===== src/rtl/uart_reg_writer_if.sv =====
// Register-write bus between the UART frame parser and a peripheral.
// A write transfers when wr_valid and wr_ready are both high on a clock edge.
interface uart_reg_writer_if #(
  parameter int unsigned ADDR_W = 16,
  parameter int unsigned DATA_W = 8
);
  logic              wr_valid;
  logic              wr_ready;
  logic [ADDR_W-1:0] wr_addr;
  logic [DATA_W-1:0] wr_data;

  modport master (output wr_valid, output wr_addr, output wr_data, input wr_ready);
  modport slave  (input wr_valid, input wr_addr, input wr_data, output wr_ready);
endinterface


===== src/rtl/uart_reg_writer.sv =====
// Parses framed UART writes (sync, address, data, optional XOR checksum) into
// register writes on a valid/ready bus, with inter-byte timeout and error counters.
module uart_reg_writer #(
  parameter int unsigned       CLK_FREQ     = 12_000_000,
  parameter int unsigned       ADDR_BYTES   = 1,
  parameter int unsigned       DATA_BYTES   = 1,
  parameter int unsigned       ADDR_W       = 16,
  parameter logic [ADDR_W-1:0] ADDR_BASE    = 16'hFF00,
  parameter logic [7:0]        SYNC_BYTE    = 8'hA5,
  parameter bit                USE_CHECKSUM = 1'b1,
  parameter int unsigned       TIMEOUT_US   = 100
) (
  input  logic              clk,
  input  logic              reset_n,
  input  logic [7:0]        rx_data,
  input  logic              rx_received,
  uart_reg_writer_if.master wr,
  output logic              busy,
  output logic [7:0]        err_count,
  output logic [1:0]        last_err
);

  localparam int unsigned AddrSw        = 8 * ADDR_BYTES;
  localparam int unsigned DataW         = 8 * DATA_BYTES;
  localparam int unsigned TimeoutCycles = CLK_FREQ / 1_000_000 * TIMEOUT_US;
  localparam logic [1:0]  LastAddrIdx   = 2'(ADDR_BYTES - 1);
  localparam logic [1:0]  LastDataIdx   = 2'(DATA_BYTES - 1);

  typedef enum logic [1:0] {StIdle, StAddr, StData, StCsum} state_e;

  state_e              state_q, state_d;
  logic [1:0]          idx_q;
  logic [7:0]          xor_q;
  logic [AddrSw-1:0]   addr_sh_q, addr_shift;
  logic [DataW-1:0]    data_sh_q, data_shift, commit_data;
  logic [AddrSw+7:0]   addr_cat;
  logic [DataW+7:0]    data_cat;
  logic [31:0]         cnt_q;
  logic                valid_q;
  logic [ADDR_W-1:0]   addr_q;
  logic [DataW-1:0]    data_q;
  logic                commit, csum_err, timeout, accept, overrun, err;
  logic [1:0]          err_code;
  logic [1:0]          rst_sync_q;
  logic                rst_n_int;

  // Asynchronous assertion, release synchronised to clk.
  always_ff @(posedge clk or negedge reset_n) begin
    if (!reset_n) rst_sync_q <= 2'b00;
    else          rst_sync_q <= {rst_sync_q[0], 1'b1};
  end
  assign rst_n_int = rst_sync_q[1];

  always_comb begin
    addr_cat    = {addr_sh_q, rx_data};
    data_cat    = {data_sh_q, rx_data};
    addr_shift  = addr_cat[AddrSw-1:0];
    data_shift  = data_cat[DataW-1:0];
    commit_data = (state_q == StCsum) ? data_sh_q : data_shift;
    commit      = rx_received &&
                  ((state_q == StData && idx_q == LastDataIdx && !USE_CHECKSUM) ||
                   (state_q == StCsum && rx_data == xor_q));
    csum_err    = rx_received && state_q == StCsum && rx_data != xor_q;
    timeout     = !rx_received && state_q != StIdle && cnt_q >= TimeoutCycles;
    accept      = valid_q && wr.wr_ready;
    overrun     = commit && valid_q && !accept;
    err         = csum_err || timeout || overrun;
    err_code    = 2'd0;
    if (csum_err)     err_code = 2'd1;
    else if (timeout) err_code = 2'd2;
    else if (overrun) err_code = 2'd3;

    state_d = state_q;
    unique case (state_q)
      StIdle: if (rx_received && rx_data == SYNC_BYTE) state_d = StAddr;
      StAddr: if (rx_received && idx_q == LastAddrIdx) state_d = StData;
      StData: if (rx_received && idx_q == LastDataIdx) state_d = USE_CHECKSUM ? StCsum : StIdle;
      StCsum: if (rx_received) state_d = StIdle;
      default: state_d = StIdle;
    endcase
    if (timeout) state_d = StIdle;
  end

  always_ff @(posedge clk or negedge rst_n_int) begin
    if (!rst_n_int) begin
      state_q   <= StIdle;
      idx_q     <= 2'd0;
      xor_q     <= 8'd0;
      addr_sh_q <= '0;
      data_sh_q <= '0;
      cnt_q     <= 32'd0;
      valid_q   <= 1'b0;
      addr_q    <= '0;
      data_q    <= '0;
      busy      <= 1'b0;
      err_count <= 8'd0;
      last_err  <= 2'd0;
    end else begin
      state_q <= state_d;
      busy    <= (state_d != StIdle);
      cnt_q   <= (state_q == StIdle || rx_received) ? 32'd0 : cnt_q + 32'd1;

      if (rx_received) begin
        unique case (state_q)
          StIdle: begin
            idx_q <= 2'd0;
            xor_q <= 8'd0;
          end
          StAddr: begin
            addr_sh_q <= addr_shift;
            xor_q     <= xor_q ^ rx_data;
            idx_q     <= (idx_q == LastAddrIdx) ? 2'd0 : idx_q + 2'd1;
          end
          StData: begin
            data_sh_q <= data_shift;
            xor_q     <= xor_q ^ rx_data;
            idx_q     <= (idx_q == LastDataIdx) ? 2'd0 : idx_q + 2'd1;
          end
          StCsum: idx_q <= 2'd0;
          default: idx_q <= 2'd0;
        endcase
      end

      if (timeout) begin
        addr_sh_q <= '0;
        data_sh_q <= '0;
        idx_q     <= 2'd0;
        xor_q     <= 8'd0;
      end

      // A commit in the accept cycle refills the slot, keeping wr_valid high.
      if (commit && !overrun) begin
        valid_q <= 1'b1;
        addr_q  <= ADDR_BASE | ADDR_W'(addr_sh_q);
        data_q  <= commit_data;
      end else if (accept) begin
        valid_q <= 1'b0;
      end

      if (err) begin
        last_err <= err_code;
        if (err_count != 8'hFF) err_count <= err_count + 8'd1;
      end
    end
  end

  assign wr.wr_valid = valid_q;
  assign wr.wr_addr  = addr_q;
  assign wr.wr_data  = data_q;

endmodule

===== src/flat_wrapper.sv =====
// flat-port wrapper written by rule: the top's interface ports become plain ports
module uart_reg_writer_flat 
#(
  parameter int unsigned       CLK_FREQ     = 12_000_000,
  parameter int unsigned       ADDR_BYTES   = 1,
  parameter int unsigned       DATA_BYTES   = 1,
  parameter int unsigned       ADDR_W       = 16,
  parameter logic [ADDR_W-1:0] ADDR_BASE    = 16'hFF00,
  parameter logic [7:0]        SYNC_BYTE    = 8'hA5,
  parameter bit                USE_CHECKSUM = 1'b1,
  parameter int unsigned       TIMEOUT_US   = 100
)
  (clk, reset_n, rx_data, rx_received, busy, err_count, last_err, wr_wr_valid, wr_wr_addr, wr_wr_data, wr_wr_ready);
  uart_reg_writer_if #(.ADDR_W(ADDR_W)) wr_i ();
  input  logic clk;
  input  logic reset_n;
  input  logic [7:0] rx_data;
  input  logic rx_received;
  output logic busy;
  output logic [7:0] err_count;
  output logic [1:0] last_err;
  output wire logic [$bits(wr_i.wr_valid)-1:0] wr_wr_valid;
  output wire logic [$bits(wr_i.wr_addr)-1:0] wr_wr_addr;
  output wire logic [$bits(wr_i.wr_data)-1:0] wr_wr_data;
  input wire logic [$bits(wr_i.wr_ready)-1:0] wr_wr_ready;
  assign wr_wr_valid = wr_i.wr_valid;
  assign wr_wr_addr = wr_i.wr_addr;
  assign wr_wr_data = wr_i.wr_data;
  assign wr_i.wr_ready = wr_wr_ready;
  uart_reg_writer #(.CLK_FREQ(CLK_FREQ), .ADDR_BYTES(ADDR_BYTES), .DATA_BYTES(DATA_BYTES), .ADDR_W(ADDR_W), .ADDR_BASE(ADDR_BASE), .SYNC_BYTE(SYNC_BYTE), .USE_CHECKSUM(USE_CHECKSUM), .TIMEOUT_US(TIMEOUT_US)) u_core (.clk(clk), .reset_n(reset_n), .rx_data(rx_data), .rx_received(rx_received), .wr(wr_i), .busy(busy), .err_count(err_count), .last_err(last_err));
endmodule

===== config.mk =====
export PLATFORM = sky130hd
export DESIGN_NAME = uart_reg_writer_flat
export DESIGN_NICKNAME = d
export VERILOG_FILES = /design/src/rtl/uart_reg_writer_if.sv /design/src/rtl/uart_reg_writer.sv /design/src/flat_wrapper.sv
export SDC_FILE = /design/constraint.sdc
export NUM_CORES = 1
export LEC_CHECK = 0
export CAP_MARGIN = 25
export CORE_MARGIN = 2
export CORE_UTILIZATION = 50
export CTS_CLUSTER_DIAMETER = 40
export CTS_CLUSTER_SIZE = 16
export DETAILED_ROUTE_END_ITERATION = 7
export GPL_TIMING_DRIVEN = 0
export PLACE_DENSITY = 0.7
export SLEW_MARGIN = 0
export SYNTH_ARGS = -nofsm -noshare
export SYNTH_HDL_FRONTEND = slang
export SYNTH_SLANG_ARGS = --single-unit

===== constraint.sdc =====
create_clock -name clk -period 3.3 [get_ports clk]
set_input_delay 0.495 -clock clk [delete_from_list [all_inputs] [get_ports clk]]
set_output_delay 0.495 -clock clk [all_outputs]
set_load 0.02 [all_outputs]

# After elaboration in Yosys (flattened, before gate mapping)
# Cells that the tools add are included.
[word_totals]
reg_bits = 91
input_bits = 12
wordCells = 84
[classes]
add_sub_neg = 3
magnitude_cmp = 1
n_eq_ne = 7
n_mux = 26
n_bitwise = 1
reduce_logical = 33
[ops]
columns = ["op", "count"]
rows = [
  ["two-way mux 8 bit", 9],
  ["adder 32 x 1 -> 32 bit (second input constant)", 1],
  ["greater-or-equal comparator 32 x 11 -> 1 bit (second input constant)", 1],
  ["two-way mux 32 bit", 1],
  ["two-way mux 2 bit", 11],
  ["case mux 8 bit (2 select lines)", 1],
  ["logical AND 1 bit", 12],
  ["nonzero test 2 bit", 6],
  ["adder 8 x 1 -> 8 bit (second input constant)", 1],
  ["== test 8 bit", 1],
  ["== test 8 bit (second input constant)", 1],
  ["inequality test 8 bit", 1],
  ["inequality test 8 bit (second input constant)", 1],
  ["case mux 2 bit (4 select lines)", 1],
  ["AND reduction 2 bit", 4],
  ["bitwise XOR 8 bit", 1],
  ["== test 2 bit (second input constant)", 2],
  ["logical NOT 2 bit", 2],
  ["case mux 2 bit (2 select lines)", 1],
  ["OR reduction 2 bit", 2],
  ["logical NOT 1 bit", 3],
  ["logical OR 1 bit", 3],
  ["nonzero test 3 bit", 1],
  ["adder 2 x 1 -> 2 bit (second input constant)", 1],
  ["2 further kinds", 3],
]

# Depth between registers and ports, before layout
# Gate-level depths: netlist of the first run.
[depth]
depth_word = 8
depth_mapped = 8
mapped_depth_nobuf = 6

# Worst setup path after synthesis of the first run
# Ideal clock, no wire load.
[synth_timing]
kind = "in2reg"
from = "input rx_data[6]"
to = "register u_core.addr_q[0] (netlist: u_core.wr.wr_addr[0])"
setup_time_ps = 125
arrival_time_ps = 1992
required_time_ps = 3175
slack_ps = 1184
path_stages = 6
path_buffers = 1
path_cell_list = "xor2_1 > nor4_1 > nand2_1 > nor3b_4 > buf_6 > mux2_2"
[synth_via]
elab_chain_len = 7
[synth_lines]
columns = ["element", "line_no", "source"]
rows = [
  ["start: declaration", "flat_wrapper.sv:17", "input logic [7:0] rx_data;"],
  ["== test 8 bit (*)", "uart_reg_writer.sv:62", "(state_q == StCsum && rx_data == xor_q));"],
  ["logical AND 1 bit (*)", "uart_reg_writer.sv:62", ""],
  ["logical AND 1 bit (*)", "uart_reg_writer.sv:60", "commit = rx_received &&"],
  ["logical AND 1 bit (2 in a row)", "uart_reg_writer.sv:66", "overrun = commit && valid_q && !accept;"],
  ["logical NOT 1 bit", "uart_reg_writer.sv:132", "if (commit && !overrun) begin"],
  ["logical AND 1 bit (*)", "uart_reg_writer.sv:132", ""],
  ["end signal: assignment", "uart_reg_writer.sv:134", "addr_q <= ADDR_BASE | ADDR_W'(addr_sh_q);"],
  ["end: declaration", "uart_reg_writer.sv:40", "logic [ADDR_W-1:0] addr_q;"],
]
# Mark *: on every way between the ends. The rest lies on a longest branch, timed or not.
# A chain may end at the register's enable or synchronous reset.

# Final worst setup path of the first run
[layout_timing]
from = "input rx_data[2]"
to = "register u_core.data_q[7] (netlist: u_core.wr.wr_data[7])"
[layout_via]
elab_chain_len = 7
[layout_lines]
columns = ["element", "line_no", "source"]
rows = [
  ["== test 8 bit (*)", "uart_reg_writer.sv:62", ""],
  ["logical AND 1 bit (*)", "uart_reg_writer.sv:62", ""],
  ["logical AND 1 bit (*)", "uart_reg_writer.sv:60", ""],
  ["logical AND 1 bit (2 in a row)", "uart_reg_writer.sv:66", ""],
  ["logical NOT 1 bit", "uart_reg_writer.sv:132", ""],
  ["logical AND 1 bit (*)", "uart_reg_writer.sv:132", ""],
  ["end signal: assignment", "uart_reg_writer.sv:135", "data_q <= commit_data;"],
  ["end: declaration", "uart_reg_writer.sv:41", "logic [DataW-1:0] data_q;"],
]
# Marks and branches as above.

==> results of run 1 <==
==> cell usage in the layout (no fill, tap or decap), types with 5 or more instances in the layout <==
cell and instances:
xnor2_1 28, clkdlybuf4s50_1 47, nand3_1 25, clkbuf_8 9, nor3b_1 10, ha_1 10, buf_4 7, clkbuf_1 13
nand2_1 40, mux2_2 17, a21oi_1 34, nor2_1 35, o21ai_0 16, dfrtp_1 90, xor2_1 12, inv_1 15
o211ai_1 5, a31oi_1 5, and3_1 6, or3_1 6, nor2b_1 7, nor3_1 10, nor4_1 13, nand4_1 7
==> power by group through the flow <==
| stage | combinational (W) | clock [W] | sequential (W) |
|---|---|---|---|
| 3_3_place_gp | 0.000760 | 0 | 0.00149 |
| 6_report | 0.000798 | 0.000823 | 0.00146 |
| 3_5_place_dp | 0.000800 | 0 | 0.00148 |
| 4_1_cts | 0.000804 | 0.000838 | 0.00146 |
| 5_1_grt | 0.000904 | 0.000879 | 0.00149 |
| 2_1_floorplan | 0.000501 | 0 | 0.00150 |
==> cell usage after synthesis, types with 6 or more instances <==
library cell | n | share of area (%)
nand3_1 | 25 | 2.8
clkbuf_1 | 13 | 1.1
nor2b_1 | 7 | 0.98
nor3b_1 | 10 | 1.7
or3_1 | 6 | 0.84
xor2_1 | 12 | 2.4
o21ai_0 | 16 | 1.8
buf_4 | 7 | 1.2
nor3_1 | 10 | 1.1
nor2_1 | 35 | 2.9
and3_1 | 6 | 0.84
nor4_1 | 13 | 1.8
ha_1 | 10 | 2.8
a21oi_1 | 34 | 3.8
nand4_1 | 7 | 0.98
mux2_2 | 17 | 4.3
xnor2_1 | 28 | 5.5
dfrtp_1 | 91 | 51
nand2_1 | 40 | 3.4
inv_1 | 15 | 1.3
==> flip-flops by register name (all words and copies together) (netlist names) <==
name,cells
u_core.rst_sync_q,2
u_core.err_count,8
u_core.state_q,2
u_core.addr_sh_q,8
u_core.wr.wr_valid,1
u_core.xor_q,8
u_core.wr.wr_data,8
u_core.cnt_q,32
u_core.data_sh_q,8
u_core.busy,1
u_core.wr.wr_addr,9
u_core.idx_q,2
u_core.last_err,2
==> per-stage QoR <==
stage	area, sq um	power, W	hold WS (ps)
floorplan	4460	0.00200	199
global placement	5060	0.00225	337
detailed placement	5090	0.00228	276
CTS	5310	0.00310	275
global route	5310	0.00328	268
finish	5310	0.00308	259
==> cell families (layout without fill, tap and decap cells) <==
kind of cell / count (synthesis) / after routing
DFF: 91 / 91
buffers and inverters: 42 / 106
AOI/OAI and AO/OA: 67 / 67
xor gates and xnor gates: 40 / 40
other: 1 / 1
adders and majority gates: 10 / 10
and+or+nand+nor: 178 / 178
muxes: 17 / 17
==> critical path: stages <==
cell and delay (ps):
clkdlybuf4s50_1 560, xor2_1 230, nor4_1 510, nand2_1 250
nor3b_4 450, buf_6 210, mux2_2 340
==> worst max-delay path by stage <==
stage	startpoint	end	slack [ps]
2_1_floorplan	u_core.rst_sync_q[1]	u_core.addr_sh_q[0]	580
3_3_place_gp	u_core.rst_sync_q[1]	u_core.err_count[5]	-400
3_5_place_dp	rx_data[2]	u_core.wr.wr_data[7]	150
4_1_cts	rx_data[2]	u_core.wr.wr_data[7]	520
5_1_grt	rx_data[3]	u_core.wr.wr_data[7]	400
6_report	rx_data[2]	u_core.wr.wr_data[7]	500
==> routing by layer <==
metal	share of wire (%)	vias to the layer above	track usage [%]
met5	0	-	0
met4	2.0	0	6.43
met1	47	1628	27.4
met2	47	71	32.4
met3	4.0	16	4.40
li1	-	1655	-
==> cell type report <==
cell class                      count  area (sq um)  share of cell area [%]
Sequential cell                    91          2280                    43.0
Tap cell                          108           135                    2.55
Inverter                           15          56.3                    1.06
Buffer                             27           138                    2.59
Clock buffer                        9           124                    2.33
Timing Repair Buffer               48           498                    9.38
Clock inverter                      7          91.3                    1.72
Multi-Input combinational cell    313          1990                    37.4
==> run summary, run 1 <==
Outcome: completed
Largest net degree at the start of global routing: 63
Placed cell count: 602
Final antenna-violating net count: 0
Reg2Reg Depth: 8
Synth Flop Type: dfrtp_1
Syn Area/Cell: 9.99 sq um
Wire length per cell: 14.7 microns
Total GRT Usage: 20.1%
Area growth from synthesis to layout: 19.1%
Worst Skew: 19.4 ps
Max_cap viols: 0
H-Tree Depth: 3
Pins over their slew limit: 0
Initial antenna violation count: 0
# Post-CTS Setup Buffers: 0
Synth Area in Compound Gates: 8.37%
Final Setup Violations: 0
Cts repair resizes: 0
Pre-CTS setup slack: 155 ps
Final WL: 9.10 mm
Fin crit share: 84.9%
Synthesis-stage register bit count: 91
Clock sink count: 91
Initial cell density of the core: 51.4%
Ys Warns: 0
Power Density: 580 nW/um^2
FMAX: 357 MHz
Post-DR vias/cell: 5.45
Grt ovf: 0
Vias after detailed routing: 3370
Slew @ Worst Pin: 842 ps
Final net count: 527
Die Footprint: 9680 sq um
# rows: 34
CTS Hold Bufs: 0
First-pass GRT wire length: 15.9 mm
Cts bufs inserted: 9
WP data required: 3550 ps
Peak supply drop: 301 uV
Nature of the critical path startpoint: primary input
DIE HEIGHT: 98.4 microns
Post-DP HPWL: 6.46 mm
Mapped Nets: 468
CTS root buffer: clkbuf_8
Sw Ratio: 34.4%
Routability cong.: 0.859
Critical path class: in2reg
Fin worst setup slack: 499 ps
Clock network fraction of design power: 26.7%
Sequential share of power: 47.4%
Crit-path max FO: 10
CTS tree: built
Final hold vios: 0
EDFF count, synth: 0
Worst flop-to-flop path startpoint: u_core.state_q[1]
Fin util: 61.2%
Router iterations before antenna repair: 4
CTS clk-pin slew, worst paths: 100 ps
Register area share after synthesis: 51.1%
Tightest Hold Check Type: reg2async
Sw power: 0.00106 W
Mux contribution to synthesized area: 4.30%
Skew-Pair Late Insertion Delay: 370 ps
Mapped cell area: 4460 sq um
Synth Instances: 446
CORE AREA: 8680 sq um
Input/output buffers: 47
Die Wd: 98.4 microns
Number of global-route vias before repair: 3336
R2r setup slk: 790 ps
Antenna diodes: 0
Reg-to-reg critical path endpoint: u_core.idx_q[1]
Critical Path AT: 3050 ps
Worst-case clock buffer depth: 2
P_int: 0.00202 W
TNS Setup: 0 ps
Tmin final: 2800 ps
Comb pwr share: 25.9%
Post-Synth XOR/XNOR Area: 7.86%
Worst slew margin: 43.6%
Post-synth ARST share: 100%
Post-Synth Simple-Gate Area: 21.1%
CP Capture Type: register
Layout cell share with drive strength beyond 1: 10.2%
Main combinational cell family by area after synthesis: simple AND/OR/NAND/NOR gates
1st-iter DRT viols: 112
I/O pin count: 48
RSZ-0062 raised after global routing: false
Pleak: 2.22 nW
Fillcell total: 770
Post-synth cell types: 43
Adder-cell share of the synthesized area: 2.81%
Final std cells w/o fill: 618
DRC viols: 0
Power figures use the tool's default switching activity.
==> inputs of run 2 (changes only) <==
--- a/config.mk
+++ b/config.mk
@@ -12,7 +12,7 @@
 export CTS_CLUSTER_SIZE = 16
 export DETAILED_ROUTE_END_ITERATION = 7
 export GPL_TIMING_DRIVEN = 0
-export PLACE_DENSITY = 0.7
+export PLACE_DENSITY = 0.73
 export SLEW_MARGIN = 0
 export SYNTH_ARGS = -nofsm -noshare
 export SYNTH_HDL_FRONTEND = slang
==> constraint.sdc (replaced) <==
create_clock -name clk -period 2.4 [get_ports clk]
set_input_delay 0.36 -clock clk [delete_from_list [all_inputs] [get_ports clk]]
set_output_delay 0.36 -clock clk [all_outputs]
set_load 0.02 [all_outputs]
==> run 2 against run 1 <==
Via count down 0.65%. Die area unchanged. Cell area up 0.40%. Flip-flop and latch count unchanged. Register-to-register slack worse by 580 ps. Clock-buffer cell count unchanged. Sequential share of layout area down 0.17 points. Non-clock buffer count up 1. Clock skew down 1.9 ps. Largest cell class unchanged. Largest power group unchanged. Highest routed layer unchanged.
==> run summary, run 2 (same netlist as run 1, synthesis figures left out) <==
DRC viols: 0 (unchanged)
Clock network fraction of design power: 24.8% (was 26.7%)
Tightest Hold Check Type: in2async (was reg2async)
Input/output buffers: 47 (unchanged)
Post-DR vias/cell: 5.41 (was 5.45)
# rows: 34 (unchanged)
Skew-Pair Late Insertion Delay: 380 ps (was 370 ps)
Max_cap viols: 0 (unchanged)
Final net count: 528 (was 527)
Nature of the critical path startpoint: primary input (unchanged)
Number of global-route vias before repair: 3210 (was 3336)
I/O pin count: 48 (unchanged)
Pins over their slew limit: 0 (unchanged)
Critical Path AT: 2560 ps (was 3050 ps)
First-pass GRT wire length: 15.3 mm (was 15.9 mm)
H-Tree Depth: 3 (unchanged)
Cell Chain, Critical Path: clkdlybuf4s50_1 -> xor2_1 -> nor4_2 -> nand2_1 -> nor3b_4 -> buf_4 -> mux2_2 (was clkdlybuf4s50_1 -> xor2_1 -> nor4_1 -> nand2_1 -> nor3b_4 -> buf_6 -> mux2_2)
Leading cell type in the layout, fill and taps excluded: dfrtp_1 (unchanged)
Post-DP HPWL: 6.43 mm (was 6.46 mm)
Critical path class: in2reg (unchanged)
Antenna diodes: 0 (unchanged)
Fin util: 61.4% (was 61.2%)
Comb pwr share: 26.6% (was 25.9%)
P_int: 0.00268 W (was 0.00202 W)
Vias after detailed routing: 3348 (was 3370)
CTS root buffer: clkbuf_8 (unchanged)
Final WL: 8.94 mm (was 9.10 mm)
CORE AREA: 8680 sq um (unchanged)
Fillcell total: 744 (was 770)
Total power: 0.00414 W (was 0.00308 W)
Most frequent cells in the layout: 90 x dfrtp_1, 47 x clkdlybuf4s50_1, 40 x nand2_1 (unchanged)
Final antenna-violating net count: 0 (unchanged)
Die Wd: 98.4 microns (unchanged)
Grt ovf: 0 (unchanged)
Total GRT Usage: 19.6% (was 20.1%)
Tmin final: 2300 ps
Outcome: completed (unchanged)
1st-iter DRT viols: 140 (was 112)
Kind of cell adding the most delay to the critical path: simple AND/OR/NAND/NOR gates (unchanged)
Router iterations before antenna repair: 4 (unchanged)
CP Capture Type: register (unchanged)
FMAX: 434 MHz
Power Density: 777 nW/um^2 (was 580 nW/um^2)
Slowest Stage Delay on Critical Path: 560 ps (about the same)
Min Hold Slack: 142 ps (was 259 ps)
Cts bufs inserted: 9 (unchanged)
Slowest cell on crit path: clkdlybuf4s50_1 (unchanged)
Routability cong.: 0.887 (was 0.859)
Crit-path max FO: 7 (was 10)
CTS tree: built (unchanged)
Placed cell count: 602 (unchanged)
Wire length per cell: 14.4 microns (was 14.7 microns)
CTS Hold Bufs: 0 (unchanged)
Pleak: 2.22 nW (about the same)
Largest net degree at the start of global routing: 52 (was 63)
Slew @ Worst Pin: 539 ps (was 842 ps)
Layout cell share with drive strength beyond 1: 11.7% (was 10.2%)
Clock sink count: 91 (unchanged)
Worst Skew: 17.6 ps (was 19.4 ps)
Peak supply drop: 357 uV (was 301 uV)
Sequential share of power: 48.6% (was 47.4%)
Initial cell density of the core: 51.4% (unchanged)
Final hold vios: 0 (unchanged)
Bufs and invs on worst path: 2 (unchanged)
Largest Register: u_core.cnt_q (unchanged)
Worst slew margin: 64.1% (was 43.6%)
TNS Setup: 0 ps (unchanged)
DIE HEIGHT: 98.4 microns (unchanged)
Fin crit share: 96.0%
Sw Ratio: 35.4% (was 34.4%)
Initial antenna violation count: 0 (unchanged)
Area growth from synthesis to layout: 19.6% (was 19.1%)
WP data required: 2660 ps (was 3550 ps)
Worst-case clock buffer depth: 2 (unchanged)
Sw power: 0.00146 W (was 0.00106 W)
CTS clk-pin slew, worst paths: 90 ps (was 100 ps)
RSZ-0062 raised after global routing: false (unchanged)
Die Footprint: 9680 sq um (unchanged)
Final std cells w/o fill: 619 (was 618)
Max reg flops: 32 (unchanged)
Final Setup Violations: 0 (unchanged)
run 2: changes by cell type in the layout (fill, tap and decap cells not counted), sizes merged:
cell	previous run	this run
bufinv	1	0
buf	15	13
clkinvlp	1	2
clkbuf	22	25
run 2: power by group through the flow:
stage / logic (W) / registers (W) / clock network [W]
3_5_place_dp: 0.00109 / 0.00204 / 0
2_1_floorplan: 0.000689 / 0.00206 / 0
5_1_grt: 0.00124 / 0.00205 / 0.00111
3_3_place_gp: 0.00104 / 0.00204 / 0
6_report: 0.00110 / 0.00201 / 0.00103
4_1_cts: 0.00110 / 0.00201 / 0.00105
run 2: cell type report:
cell class,count,area [sq um],share of cell area (%)
repair buffers,49,505,9.48
flip-flops and latches,91,2280,42.8
clock buffers,9,124,2.32
multi-input cells,313,2010,37.7
plain buffers,27,146,2.75
clock inverters,7,71.3,1.34
well taps,108,135,2.54
inverters,15,56.3,1.06
run 2: path summary, 6_finish.rpt:
check                                     start              endpoint  slack [ps]  depth (start not counted)
max in group asynchronous  u_core.rst_sync_q[1]      u_core.cnt_q[11]        1460                          1
min reg2reg                u_core.rst_sync_q[1]           u_core.busy         320                          0
min in group clk           u_core.rst_sync_q[0]  u_core.rst_sync_q[1]         360                          0
max                                  rx_data[1]  u_core.wr.wr_addr[1]         100                          7
max reg2reg                   u_core.state_q[0]       u_core.idx_q[1]         210                          8
min                                     reset_n  u_core.rst_sync_q[1]         140                          1
run 2: repair_timing:
item,in CTS,in global routing
pin swaps,1,1
gates resized for setup,2,7
setup endpoints to repair,31,48
buffers inserted,1,0
run 2: through the flow:
step                      instance area [sq um]  worst slack [ps]
after floorplan                            4460               392
after global placement                     5060              -558
after detailed placement                   5090              -576
after CTS                                  5300             -11.5
after global routing                       5330              8.72
final                                      5330              96.2
run 2: metal layers:
metal	vias up	track usage (%)	part of all wire, %	wire length [microns]
li1	1653	-	-	-
met1	1616	27.4	47	4210
met2	63	30.9	47	4180
met3	16	2.91	3.9	353
met4	0	8.01	2.2	193
met5	-	0	0	0
run 2: worst register-to-register path: stages (launching register included):
cell	delay [ps]
dfrtp_1	440
inv_1	90
ha_1	260
or2_2	300
clkbuf_1	200
a31oi_2	230
clkbuf_4	240
clkbuf_4	230
o31ai_1	90
==> inputs of run 3 (changes only) <==
--- a/config.mk
+++ b/config.mk
@@ -8,10 +8,10 @@
 export CAP_MARGIN = 25
 export CORE_MARGIN = 2
 export CORE_UTILIZATION = 50
-export CTS_CLUSTER_DIAMETER = 40
 export CTS_CLUSTER_SIZE = 16
 export DETAILED_ROUTE_END_ITERATION = 7
 export GPL_TIMING_DRIVEN = 0
+export MAX_ROUTING_LAYER = met4
 export PLACE_DENSITY = 0.73
 export SLEW_MARGIN = 0
 export SYNTH_ARGS = -nofsm -noshare
==> run 3 against run 2 <==
Non-clock buffer count unchanged. Flip-flop and latch count unchanged. Sequential power about the same. Wire length increased by 0.18%. First-iteration DRC count decreased by 0.71%. Global-route usage increased by 0.66 points. Highest routed layer unchanged. Via count increased by 0.33%. Combinational power about the same. Utilization unchanged.
==> run summary, run 3 (same netlist as run 1, synthesis figures left out) <==
Slowest Stage Delay on Critical Path: 560 ps (about the same)
Max_cap viols: 0 (unchanged)
Crit-path max FO: 7 (unchanged)
I/O pin count: 48 (unchanged)
# rows: 34 (unchanged)
Die Footprint: 9680 sq um (unchanged)
First-pass GRT wire length: 15.4 mm (was 15.3 mm)
Critical Path AT: 2550 ps (was 2560 ps)
Worst-case clock buffer depth: 2 (unchanged)
Reg2Reg Depth: 8 (unchanged)
Cell Chain, Critical Path: clkdlybuf4s50_1 -> xor2_1 -> nor4_2 -> nand2_1 -> nor3b_4 -> buf_4 -> mux2_2 (unchanged)
Power Density: 776 nW/um^2 (was 777 nW/um^2)
Vias after detailed routing: 3359 (was 3348)
Grt ovf: 0 (unchanged)
Slowest cell on crit path: clkdlybuf4s50_1 (unchanged)
Wire length per cell: 14.5 microns (was 14.4 microns)
Cts bufs inserted: 9 (unchanged)
Worst flop-to-flop path startpoint: u_core.state_q[0] (unchanged)
Outcome: completed (unchanged)
Die Wd: 98.4 microns (unchanged)
Total GRT Usage: 20.3% (was 19.6%)
Worst slew margin: 64.1% (about the same)
DRC viols: 0 (unchanged)
Routability cong.: 0.902 (was 0.887)
M1 WL: 4.18 mm (was 4.21 mm)
Nature of the critical path startpoint: primary input (unchanged)
Final Setup Violations: 0 (unchanged)
Largest Register: u_core.cnt_q (unchanged)
Met2 routed WL: 4.24 mm (was 4.18 mm)
Initial antenna violation count: 0 (unchanged)
Pins over their slew limit: 0 (unchanged)
Post-DP HPWL: 6.43 mm (unchanged)
Slew @ Worst Pin: 539 ps (about the same)
Kind of cell adding the most delay to the critical path: simple AND/OR/NAND/NOR gates (unchanged)
Top Layer Used: met4 (unchanged)
Leading cell type in the layout, fill and taps excluded: dfrtp_1 (unchanged)
Critical path class: in2reg (unchanged)
Area growth from synthesis to layout: 19.6% (unchanged)
Tightest Hold Check Type: in2async (unchanged)
WP depth: 7 (unchanged)
Layout cell share with drive strength beyond 1: 11.7% (unchanged)
Most frequent cells in the layout: 90 x dfrtp_1, 47 x clkdlybuf4s50_1, 40 x nand2_1 (unchanged)
Final WL: 8.96 mm (was 8.94 mm)
CP startpoint: rx_data[1] (unchanged)
CP Capture Type: register (unchanged)
CTS clk-pin slew, worst paths: 90 ps (about the same)
RSZ-0062 raised after global routing: false (unchanged)
Final net count: 528 (unchanged)
Worst Skew: 15.6 ps (was 17.6 ps)
Input/output buffers: 47 (unchanged)
Fin crit share: 95.6% (was 96.0%)
Number of global-route vias before repair: 3201 (was 3210)
WL met3: 382 microns (was 353 microns)
WP data required: 2660 ps (about the same)
Initial cell density of the core: 51.4% (unchanged)
Bufs and invs on worst path: 2 (unchanged)
H-Tree Depth: 3 (unchanged)
1st-iter DRT viols: 139 (was 140)
Peak supply drop: 357 uV (about the same)
DIE HEIGHT: 98.4 microns (unchanged)
CTS root buffer: clkbuf_8 (unchanged)
Largest net degree at the start of global routing: 52 (unchanged)
Final antenna-violating net count: 0 (unchanged)
Clock sink count: 91 (unchanged)
Final hold vios: 0 (unchanged)
CORE AREA: 8680 sq um (unchanged)
Area after DPL: 5090 sq um (unchanged)
CTS tree: built (unchanged)
Skew-Pair Late Insertion Delay: 380 ps (about the same)
Router iterations before antenna repair: 4 (unchanged)
Antenna diodes: 0 (unchanged)
Pleak: 2.22 nW (unchanged)
Max reg flops: 32 (unchanged)
Post-DR vias/cell: 5.43 (was 5.41)
Min Hold Slack: 141 ps (was 142 ps)
Post-route design area: 5330 sq um (unchanged)
FMAX: 436 MHz (was 434 MHz)
Tmin final: 2290 ps (was 2300 ps)
==> run 3: cell counts in the layout (fill, tap and decap cells not counted) <==
Identical to the previous run, type by type.
==> run 3: through the flow <==
| step | cells | setup WS, ps | util (%) | TNS [ps] | power, W |
|---|---|---|---|---|---|
| 2_1_floorplan | 446 | 392 | - | 0 | 0.00275 |
| 3_3_place_gp | 601 | -558 | 58.3 | -12550 | 0.00309 |
| 5_1_grt | 619 | 11.3 | 61.4 | 0 | 0.00440 |
| 6_report | 619 | 106 | 61.4 | 0 | 0.00414 |
| 3_5_place_dp | 602 | -576 | 58.7 | -13540 | 0.00313 |
| 4_1_cts | 619 | -11.5 | 61.1 | -11.5 | 0.00415 |
==> run 3: report_power, final <==
group,leakage [nW],total (W),internal (W),switching [W]
Combinational,0.909,0.00110,0.000477,0.000623
Clock,0.0931,0.00102,0.000406,0.000617
Sequential,1.22,0.00201,0.00179,0.000220
Total,2.22,0.00414,0.00268,0.00146
==> run 3: metal layers <==
metal | vias to the layer above | global-route usage [%]
met5 | - | -
met4 | 0 | 8.01
met3 | 13 | 3.12
met2 | 67 | 31.0
met1 | 1624 | 27.4
li1 | 1655 | -
==> run 3: final cells by class <==
class	instances	area, sq um
buffer	27	146
clock buffer	9	124
clock inverter	7	71.3
fill	744	3350
inverter	15	56.3
multi-input combinational	313	2010
sequential	91	2280
tap	108	135
timing repair buffer	49	505
==> run 3: final timing paths <==
path	end	slack (ps)
min in group clk	u_core.rst_sync_q[1]	360
worst max-delay path	u_core.wr.wr_addr[1]	110
max in group asynchronous	u_core.cnt_q[11]	1460
worst min-delay path	u_core.rst_sync_q[1]	140
worst max register to register	u_core.idx_q[1]	200
worst min register to register	u_core.busy	320
==> run 3: timing repair <==
action | CTS | global route
endpoints found under the hold margin | 0 | 0
resized for setup | 2 | 7
setup buffers | 1 | 0
hold buffers | 0 | 0
cloned | 0 | 0
pin swaps | 1 | 1
setup endpoints to repair | 31 | 48
